File: config.mk
export PLATFORM = sky130hd
export DESIGN_NAME = eth_rst_seq
export DESIGN_NICKNAME = d
export VERILOG_FILES = /design/src/rtl/eth_rst_pkg.sv /design/src/rtl/eth_port_rst.sv /design/src/rtl/eth_rst_seq.sv
export SDC_FILE = /design/constraint.sdc
export NUM_CORES = 1
export LEC_CHECK = 0
export CAP_MARGIN = 20
export CORE_MARGIN = 2
export CORE_UTILIZATION = 58
export DETAILED_ROUTE_END_ITERATION = 8
export PLACE_DENSITY = 0.81
export SYNTH_ARGS = -nofsm -noshare
export SYNTH_HDL_FRONTEND = slang
export SYNTH_SLANG_ARGS = --single-unit
File: constraint.sdc
create_clock -name clk156 -period 3.1 [get_ports clk156]
set_clock_uncertainty 0.15 [all_clocks]
set_input_delay 0.465 -clock clk156 [delete_from_list [all_inputs] [get_ports clk156]]
set_output_delay 0.465 -clock clk156 [all_outputs]
set_load 0.01 [all_outputs]
File: src/rtl/eth_rst_pkg.sv
// Shared definitions for the 10G Ethernet reset sequencer: sequencer state
// encoding and the counter width helper.
package eth_rst_pkg;

  typedef enum logic [1:0] {
    ST_HOLD    = 2'd0,
    ST_RELEASE = 2'd1,
    ST_LINK    = 2'd2,
    ST_RUN     = 2'd3
  } seq_state_e;

  localparam int RETRY_W = 8;

  // Bits needed by a counter that runs 0 .. terminal-1 (never fewer than one).
  function automatic int cnt_w(input int terminal);
    return (terminal < 2) ? 1 : $clog2(terminal);
  endfunction

endpackage

File: src/rtl/eth_port_rst.sv
// Per-port reset bundle: global assert, staggered release, timed soft re-reset
// and the registered port_ready flag.
module eth_port_rst
  import eth_rst_pkg::*;
#(
  parameter int RST_WIDTH = 8,
  parameter int SOFT_HOLD = 64
) (
  input  logic                 clk156,
  input  logic                 sys_rst,
  input  logic                 glob_assert,
  input  logic                 rel_stb,
  input  logic                 soft_req,
  input  logic                 link_up,
  output logic [RST_WIDTH-1:0] bundle,
  output logic                 released,
  output logic                 port_ready
);

  localparam int SC_W = cnt_w(SOFT_HOLD);

  logic            bundle_q,   bundle_d;
  logic            soft_act_q, soft_act_d;
  logic [SC_W-1:0] soft_cnt_q, soft_cnt_d;
  logic            ready_q,    ready_d;

  // NOTE: every combinational output gets a default first, so no path can infer a latch.
  always_comb begin
    bundle_d   = bundle_q;
    soft_act_d = soft_act_q;
    soft_cnt_d = soft_cnt_q;

    // A global retry overrides everything, including a pending soft count.
    if (glob_assert) begin
      bundle_d   = 1'b1;
      soft_act_d = 1'b0;
      soft_cnt_d = '0;
    end else if (soft_req) begin
      bundle_d   = 1'b1;
      soft_act_d = 1'b1;
      soft_cnt_d = '0;
    end else if (soft_act_q) begin
      if (soft_cnt_q == SC_W'(SOFT_HOLD - 1)) begin
        bundle_d   = 1'b0;
        soft_act_d = 1'b0;
        soft_cnt_d = '0;
      end else begin
        soft_cnt_d = soft_cnt_q + SC_W'(1);
      end
    end else if (rel_stb) begin
      bundle_d = 1'b0;
    end

    // Follows the bundle's next value so ready drops on the same edge the bundle asserts.
    ready_d = !bundle_d && link_up;
  end

  // NOTE: state registers use non-blocking assignments only; the async reset lands
  // on the safe value (bundle asserted) without waiting for a clock.
  always_ff @(posedge clk156 or posedge sys_rst) begin
    if (sys_rst) begin
      bundle_q   <= 1'b1;
      soft_act_q <= 1'b0;
      soft_cnt_q <= '0;
      ready_q    <= 1'b0;
    end else begin
      bundle_q   <= bundle_d;
      soft_act_q <= soft_act_d;
      soft_cnt_q <= soft_cnt_d;
      ready_q    <= ready_d;
    end
  end

  assign bundle     = {RST_WIDTH{bundle_q}};
  assign released   = !bundle_q;
  assign port_ready = ready_q;

endmodule

File: src/rtl/eth_rst_seq.sv
// Reset sequencer for the clk156 Ethernet ports: cold hold, staggered per-port
// release, link wait with timeout-driven global retry, and per-port soft reset.
module eth_rst_seq
  import eth_rst_pkg::*;
#(
  parameter int NUM_PORTS      = 2,
  parameter int RST_WIDTH      = 8,
  parameter int HOLD_CYCLES    = 16383,
  parameter int STAGGER_CYCLES = 16,
  parameter int LINK_TIMEOUT   = 1000000,
  parameter int SOFT_HOLD      = 64
) (
  input  logic                           clk156,
  input  logic                           sys_rst,
  input  logic                           init_mem,
  input  logic [NUM_PORTS-1:0]           link_up,
  input  logic [NUM_PORTS-1:0]           port_rst_req,
  output logic [NUM_PORTS*RST_WIDTH-1:0] eth_rst,
  output logic [NUM_PORTS-1:0]           port_ready,
  output logic                           all_ready,
  output logic [1:0]                     seq_state,
  output logic [RETRY_W-1:0]             retry_cnt
);

  localparam int HOLD_W = cnt_w(HOLD_CYCLES);
  localparam int STG_W  = cnt_w(STAGGER_CYCLES);
  localparam int LNK_W  = cnt_w(LINK_TIMEOUT);
  localparam int IDX_W  = cnt_w(NUM_PORTS);

  seq_state_e         state_q,   state_d;
  logic [HOLD_W-1:0]  hold_cnt_q, hold_cnt_d;
  logic [STG_W-1:0]   stg_cnt_q,  stg_cnt_d;
  logic [LNK_W-1:0]   link_cnt_q, link_cnt_d;
  logic [IDX_W-1:0]   idx_q,      idx_d;
  logic [RETRY_W-1:0] retry_q,    retry_d;

  logic                 glob_assert;
  logic                 rel_fire;
  logic [NUM_PORTS-1:0] rel_stb;
  logic [NUM_PORTS-1:0] soft_vec;
  logic [NUM_PORTS-1:0] released;
  logic                 all_ok;
  logic                 timeout_hit;

  always_comb begin
    // Soft requests only count once every port has been through its cold release.
    soft_vec    = ((state_q == ST_LINK) || (state_q == ST_RUN)) ? port_rst_req : '0;
    all_ok      = (&(released & link_up)) && (soft_vec == '0);
    timeout_hit = (LINK_TIMEOUT != 0) && (link_cnt_q == LNK_W'(LINK_TIMEOUT - 1));

    state_d     = state_q;
    hold_cnt_d  = hold_cnt_q;
    stg_cnt_d   = stg_cnt_q;
    link_cnt_d  = link_cnt_q;
    idx_d       = idx_q;
    retry_d     = retry_q;
    glob_assert = 1'b0;
    rel_fire    = 1'b0;

    unique case (state_q)
      ST_HOLD: begin
        if (init_mem) begin
          if (hold_cnt_q == HOLD_W'(HOLD_CYCLES - 1)) begin
            state_d    = ST_RELEASE;
            hold_cnt_d = '0;
            stg_cnt_d  = '0;
            idx_d      = '0;
          end else begin
            hold_cnt_d = hold_cnt_q + HOLD_W'(1);
          end
        end
      end

      ST_RELEASE: begin
        if (stg_cnt_q == STG_W'(STAGGER_CYCLES - 1)) begin
          rel_fire  = 1'b1;
          stg_cnt_d = '0;
          if (idx_q == IDX_W'(NUM_PORTS - 1)) begin
            state_d    = ST_LINK;
            idx_d      = '0;
            link_cnt_d = '0;
          end else begin
            idx_d = idx_q + IDX_W'(1);
          end
        end else begin
          stg_cnt_d = stg_cnt_q + STG_W'(1);
        end
      end

      ST_LINK: begin
        // Link-up on the timeout cycle still counts as success.
        if (all_ok) begin
          state_d    = ST_RUN;
          link_cnt_d = '0;
        end else if (timeout_hit) begin
          glob_assert = 1'b1;
          state_d     = ST_HOLD;
          hold_cnt_d  = '0;
          link_cnt_d  = '0;
          if (retry_q != {RETRY_W{1'b1}}) retry_d = retry_q + RETRY_W'(1);
        end else if (LINK_TIMEOUT != 0) begin
          link_cnt_d = link_cnt_q + LNK_W'(1);
        end
      end

      ST_RUN: begin
        if (soft_vec != '0) begin
          state_d    = ST_LINK;
          link_cnt_d = '0;
        end
      end

      default: state_d = ST_HOLD;
    endcase

    for (int p = 0; p < NUM_PORTS; p++) begin
      rel_stb[p] = rel_fire && (idx_q == IDX_W'(p));
    end
  end

  always_ff @(posedge clk156 or posedge sys_rst) begin
    if (sys_rst) begin
      state_q    <= ST_HOLD;
      hold_cnt_q <= '0;
      stg_cnt_q  <= '0;
      link_cnt_q <= '0;
      idx_q      <= '0;
      retry_q    <= '0;
    end else begin
      state_q    <= state_d;
      hold_cnt_q <= hold_cnt_d;
      stg_cnt_q  <= stg_cnt_d;
      link_cnt_q <= link_cnt_d;
      idx_q      <= idx_d;
      retry_q    <= retry_d;
    end
  end

  for (genvar p = 0; p < NUM_PORTS; p++) begin : g_port
    eth_port_rst #(
      .RST_WIDTH (RST_WIDTH),
      .SOFT_HOLD (SOFT_HOLD)
    ) u_port (
      .clk156      (clk156),
      .sys_rst     (sys_rst),
      .glob_assert (glob_assert),
      .rel_stb     (rel_stb[p]),
      .soft_req    (soft_vec[p]),
      .link_up     (link_up[p]),
      .bundle      (eth_rst[p*RST_WIDTH +: RST_WIDTH]),
      .released    (released[p]),
      .port_ready  (port_ready[p])
    );
  end

  assign seq_state = state_q;
  assign all_ready = (state_q == ST_RUN);
  assign retry_cnt = retry_q;

endmodule

==> results.yml, run 1 <==
status:
  status: "complete, no violations"
global_route:
  grt_pass1_wl_um: 14400
  track_usage_pct: 24.1
  gr-total-overflow: 0
  grt_pass1_vias: 3211
  grt_max_degree: 68
  antenna_found_initial: 0
routing:
  routed-via-count: 3241
  drt_wl_total_um: 8070
  wl_per_cell_um: 15.6
  drtIter0Drc: 184
  vias_per_cell: 6.28
  drc: 0
  dr.pass1.iters: 5
  ant_nets: 0
clocking:
  clk_latency_ns: 0.34
  cts_resized: 0
  clock_sinks: 67
  cts_root_buffer: "clkbuf_8"
  post_cts_buffers: 0
  cts_made_buffers: 9
  clock_path_buffers: 2
  cts_tree: "done"
  h-tree-depth: 3
  clkTransAtPathRegs_ns: 0.08
  ctsHoldBuffers: 0
sta:
  finalHoldViolCount: 0
  fin_crit_sh_pct: 80.4
  slew_violations: 0
  rsz0062_at_grt: "false"
  relSlewSlack_pct: 52.3
  worst_slew_pin_slew_ns: 0.715
  setup_violations: 0
  period_minus_slack_ns: 2.49
  fmax_mhz: 401
  tns_ns: 0
  setup_ws_ns: 0.609
placed_design:
  placedCellCount: 501
  dp_hpwl_um: 5500
  pre_cts_ws_ns: 0.380
  portBuffers: 35
  place_congestion: 0.859
power:
  powerDensity_nw_per_um2: 466
  power_leakage_uw: 0.00192
  power_uw: 2030
  ir_drop_uv: 355
synthesis:
  ys_async_sr_fraction_pct: 100
  syn_inst: 415
  synth-edff-count: 0
  ys_seq_area_share_pct: 43.6
  synth_area_um2: 3850
  ys_ff_latch: 67
  yosysUniqueCellTypes: 62
  ys_warn_count: 0
  ys.flop_type: "dfrtp_1"
  syn_avg_cell_area_um2: 9.29
  synth_fp_nets: 429
critical_path:
  startpoint_type: "register"
  cp.arrival_ns: 2.60
  end_kind: "register"
  cp.required_ns: 3.21
  crit_type: "register to register"
  path_max_fanout: 11
finish:
  fin_cells: 516
  layout.nets: 449
  multi_input_area_um2: 1890
  mostFrequentLayoutCells: "dfrtp_1 (65), clkdlybuf4s50_1 (35), nand2_1 (33), nor2_1 (29), o21ai_0 (28)"
  utilization_pct: 68.1
  fill_cells: 498
  final_common_cell: "dfrtp_1"
  seq_area_um2: 1680
  area_delta_synth_final_pct: 12.9
  drive_above_1_share_pct: 10.0
  antenna_cells: 0
flow_run:
  drv_cap: 0
die:
  start_util_pct: 60.3
  die-area_um2: 7310
  die_h_um: 85.5
  io_pins: 36
  fp.dieW_um: 85.5
  rows: 29
  fp.coreArea_um2: 6390
worst_hold_path:
  hold_path_class: "register to register"
report_power, final:
part / internal (uW) / switching (uW) / leakage (uW)
logic: 85.9 / 99.1 / 0.000986
clock network: 468 / 336 / 0.000108
registers: 944 / 97.1 / 0.000822
Yosys cell counts (3+ instances only):
cell / number / area share, %
or3_1: 7 / 1.1
o21ai_1: 3 / 0.39
nand2_1: 33 / 3.2
or2_2: 4 / 0.65
a22o_1: 8 / 1.8
nand3_1: 18 / 2.3
and3_1: 9 / 1.5
a211o_1: 3 / 0.68
dfrtp_1: 65 / 42
ha_1: 7 / 2.3
mux2i_1: 6 / 1.6
inv_1: 17 / 1.7
o211ai_1: 3 / 0.58
nor3_1: 12 / 1.6
buf_2: 3 / 0.39
a21o_1: 7 / 1.4
a211oi_1: 4 / 0.78
nor2b_1: 5 / 0.81
buf_6: 4 / 1.2
clkbuf_1: 6 / 0.58
nor2_1: 29 / 2.8
and2_1: 3 / 0.49
nand4_1: 21 / 3.4
xor2_1: 8 / 1.8
buf_4: 18 / 3.5
xnor2_1: 3 / 0.68
a21oi_1: 26 / 3.4
a31oi_1: 10 / 1.6
nand2b_1: 5 / 0.81
o21ai_0: 28 / 3.6
and4_1: 4 / 0.91
per-layer routing:
metal,vias to the layer above,global-route usage [%],wire length [um]
met4,0,8.66,119
met2,92,39.8,3860
li1,1541,-,-
met3,14,5.49,404
met1,1594,31.4,3680
met5,-,0,0
critical path, stage by stage, from the launching register on:
cell	delay [ns]
dfstp_2	0.62
and4bb_2	0.31
a21oi_1	0.32
a21boi_2	0.51
buf_4	0.24
a41oi_1	0.11
a31oi_1	0.15
kinds of logic (layout without fill, tap and decap cells):
logic type | Yosys count | count (layout) | share of synthesized area [%]
AND/OR/NAND/NOR | 166 | 166 | 24.2
AO/OA/AOI/OAI | 108 | 108 | 18.2
flip-flops | 67 | 67 | 43.6
adder cells (fa/ha/maj) | 7 | 7 | 2.27
XOR/XNOR | 11 | 11 | 2.50
buffers and inverters | 49 | 73 | 7.40
multiplexers | 7 | 7 | 1.85
through the flow:
stage | hold WS [ns] | area, um^2
2_1_floorplan | 0.292 | 3850
3_3_place_gp | 0.325 | 4140
3_5_place_dp | 0.327 | 4140
4_1_cts | 0.337 | 4350
5_1_grt | 0.386 | 4350
6_report | 0.339 | 4350
flip-flops by register name, indices dropped and copies added, names as in the netlist:
register	flops
g_port.u_port.port_ready	2
hold_cnt_q	14
seq_state	2
stg_cnt_q	4
link_cnt_q	20
g_port.u_port.soft_act_q	2
retry_cnt	8
g_port.u_port.bundle_q	2
idx_q	1
g_port.u_port.soft_cnt_q	12
final cells by class:
cell class	instances	share of cell area (%)
Tap cell	77	2.21
Inverter	17	1.47
Timing Repair Buffer	41	9.37
Clock buffer	10	3.16
Sequential cell	67	38.6
Clock inverter	5	1.78
Multi-Input combinational cell	299	43.4
worst paths after layout:
| check | slack [ns] | endpoint | start | cells past startpoint |
|---|---|---|---|---|
| max in group asynchronous | 2.12 | g_port[1].u_port.bundle_q$_DFF_PP1_ | sys_rst | 3 |
| worst min register to register | 0.34 | stg_cnt_q[3]$_DFFE_PP0P_ | stg_cnt_q[3]$_DFFE_PP0P_ | 1 |
| worst max register to register | 0.61 | link_cnt_q[12]$_DFFE_PP0P_ | g_port[1].u_port.bundle_q$_DFF_PP1_ | 6 |
| worst max-delay path | 0.61 | link_cnt_q[12]$_DFFE_PP0P_ | g_port[1].u_port.bundle_q$_DFF_PP1_ | 6 |
| worst min-delay path | 0.34 | stg_cnt_q[3]$_DFFE_PP0P_ | stg_cnt_q[3]$_DFFE_PP0P_ | 1 |
| min in group asynchronous | 0.35 | link_cnt_q[3]$_DFFE_PP0P_ | sys_rst | 3 |
(Power assumes the default switching activity.)
==> run 2: changes to the inputs <==
--- a/config.mk
+++ b/config.mk
@@ -7,9 +7,9 @@
 export LEC_CHECK = 0
 export CAP_MARGIN = 20
 export CORE_MARGIN = 2
-export CORE_UTILIZATION = 58
+export CORE_UTILIZATION = 52
 export DETAILED_ROUTE_END_ITERATION = 8
-export PLACE_DENSITY = 0.81
+export PLACE_DENSITY = 0.76
 export SYNTH_ARGS = -nofsm -noshare
 export SYNTH_HDL_FRONTEND = slang
 export SYNTH_SLANG_ARGS = --single-unit
==> constraint.sdc (replaced) <==
create_clock -name clk156 -period 2 [get_ports clk156]
set_clock_uncertainty 0.15 [all_clocks]
set_input_delay 0.3 -clock clk156 [delete_from_list [all_inputs] [get_ports clk156]]
set_output_delay 0.3 -clock clk156 [all_outputs]
set_load 0.01 [all_outputs]
==> results.yml, run 2 (synthesized netlist as in run 1, its figures left out) <==
finish:
  final_common_cell: "dfrtp_1"
  largest_reg_flops: 20
  seq_area_um2: 1680
  reg_top3: "link_cnt_q (20), hold_cnt_q (14), g_port.u_port.soft_cnt_q (12)"
  area_delta_synth_final_pct: 32.4
  multi_input_area_um2: 2070
  regMostFlops: "link_cnt_q"
  layout.nets: 512
  fill_cells: 525
  mostFrequentLayoutCells: "dfrtp_1 (63), buf_4 (60), nand2_1 (28), a21oi_1 (24), nor2_1 (23)"
  stdcell_area_um2: 5100
  drive_above_1_share_pct: 26.2
  antenna_cells: 0
placed_design:
  dp_hpwl_um: 6170
  placed_area_um2: 4610
  portBuffers: 35
  place_congestion: 0.828
sta:
  relSlewSlack_pct: 70.7
  fin_crit_sh_pct: 108
  setup_ws_ns: -0.169
  fmax_mhz: 461
  rsz0062_at_grt: "true"
  period_minus_slack_ns: 2.17
  holdWs_ns: 0.256
  finalHoldViolCount: 0
  worst_slew_pin_slew_ns: 0.438
  tns_ns: -2.18
  setup_violations: 28
  slew_violations: 0
critical_path:
  cp.arrival_ns: 2.25
  critPathSlowestCell: "or4b_4"
  startpoint_type: "register"
  crit_chain: "or4b_4, buf_6, a2111oi_4, buf_4, a21oi_4, a211o_1"
  reg2reg_slack_ns: -0.17
  max_stage_delay_ns: 0.60
  end_kind: "register"
  path_max_fanout: 7
  cp.required_ns: 2.09
  crit_type: "register to register"
clocking:
  ctsHoldBuffers: 0
  clk_latency_ns: 0.35
  clock_sinks: 67
  clock_path_buffers: 2
  cts_made_buffers: 9
  clkTransAtPathRegs_ns: 0.08
  cts_tree: "done"
  cts_root_buffer: "clkbuf_8"
  h-tree-depth: 3
status:
  violations: "negative setup slack"
  status: "complete, but fails checks"
routing:
  drtIter0Drc: 276
  dr.pass1.iters: 5
  ant_nets: 0
  wl_per_cell_um: 15.9
  drc: 0
  drt_wl_total_um: 9590
  routed-via-count: 3585
  vias_per_cell: 5.96
power:
  ir_drop_uv: 343
  internal_power_uw: 2650
  p_comb_share_pct: 12.9
  power_leakage_uw: 0.00224
  sw_frac_of_total_pct: 25.0
  powerDensity_nw_per_um2: 692
  seq_power_share_pct: 45.0
  switching_power_uw: 882
  p_clk_share_pct: 42.2
flow_run:
  drv_cap: 0
global_route:
  grt_pass1_wl_um: 15600
  antenna_found_initial: 0
  gr-total-overflow: 0
  track_usage_pct: 23.5
  grt_pass1_vias: 3413
  grt_max_degree: 68
worst_hold_path:
  hold_path_class: "input pin to async pin"
die:
  io_pins: 36
  start_util_pct: 53.4
  fp.coreArea_um2: 7210
  rows: 31
  fp.dieW_um: 90.1
  die_h_um: 90.1
  die-area_um2: 8120
==> run 2: cell count changes in the layout (fill, tap and decap cells not counted), moves of 3 or more <==
cell,delta
clkdlybuf4s50_1,-17
nand2_1,-5
buf_6,+3
nor2_1,-6
nand2_2,+3
dlygate4sd2_1,+17
nand3_4,+3
o21ai_1,+10
nor2_2,+4
o21ai_0,-10
buf_4,+55
==> run 2: path summary, 6_finish.rpt <==
kind | start | cells past startpoint | to
worst max-delay path | link_cnt_q[12]$_DFFE_PP0P_ | 6 | hold_cnt_q[9]$_DFFE_PP0P_
worst max register to register | link_cnt_q[12]$_DFFE_PP0P_ | 6 | hold_cnt_q[9]$_DFFE_PP0P_
min in group clk156 | retry_cnt[7]$_DFFE_PP0P_ | 1 | retry_cnt[7]$_DFFE_PP0P_
worst min-delay path | sys_rst | 3 | link_cnt_q[2]$_DFFE_PP0P_
worst min register to register | retry_cnt[7]$_DFFE_PP0P_ | 1 | retry_cnt[7]$_DFFE_PP0P_
max in group asynchronous | sys_rst | 3 | g_port[0].u_port.bundle_q$_DFF_PP1_
==> run 2: final cells by class <==
type | instances | area share, %
clock inverter | 6 | 2.70
inverter | 17 | 1.32
sequential | 67 | 33.0
multi-input combinational | 301 | 40.5
tap | 99 | 2.43
timing repair buffer | 102 | 17.6
clock buffer | 10 | 2.50
==> run 2: metal layers <==
metal | part of all wire [%] | vias to the layer above | GRT usage, % | wire [um]
li1 | - | 1672 | - | -
met1 | 41 | 1759 | 28.9 | 3890
met2 | 50 | 134 | 40.5 | 4830
met3 | 7.2 | 20 | 6.12 | 687
met4 | 1.8 | 0 | 7.44 | 177
met5 | 0 | - | 0 | 0
==> run 2: what timing repair did <==
| action | 4_1_cts | 5_1_grt |
|---|---|---|
| endpoints found under the setup margin | 65 | 57 |
| pin swaps | 11 | 13 |
| cloned | 1 | 2 |
| setup buffers | 3 | 4 |
| resized for setup | 34 | 28 |
| endpoints found under the hold margin | 0 | 0 |
==> run 2: per-stage QoR <==
step	worst slack, ns	total power (uW)	instances	util, %
6_report	-0.169	3530	602	70.7
5_1_grt	-0.194	3700	602	70.7
4_1_cts	-0.140	3520	596	68.6
3_5_place_dp	-0.384	2030	576	64.0
3_3_place_gp	-0.353	2010	576	64.0
2_1_floorplan	-0.132	1840	415	-
==> run 2: critical path: cells and delay by family (launching register included) <==
family          cells  cell delay [ns]
simple gates        1             0.60
compound gates      3             0.59
buf+inv             2             0.35
flops               1             0.38
==> run 2: power groups by stage <==
stage | clock network [uW] | logic, uW | registers [uW]
finish | 1490 | 455 | 1590
global route | 1590 | 507 | 1610
CTS | 1500 | 436 | 1580
detailed placement | 0 | 430 | 1600
global placement | 0 | 409 | 1600
floorplan | 0 | 234 | 1610
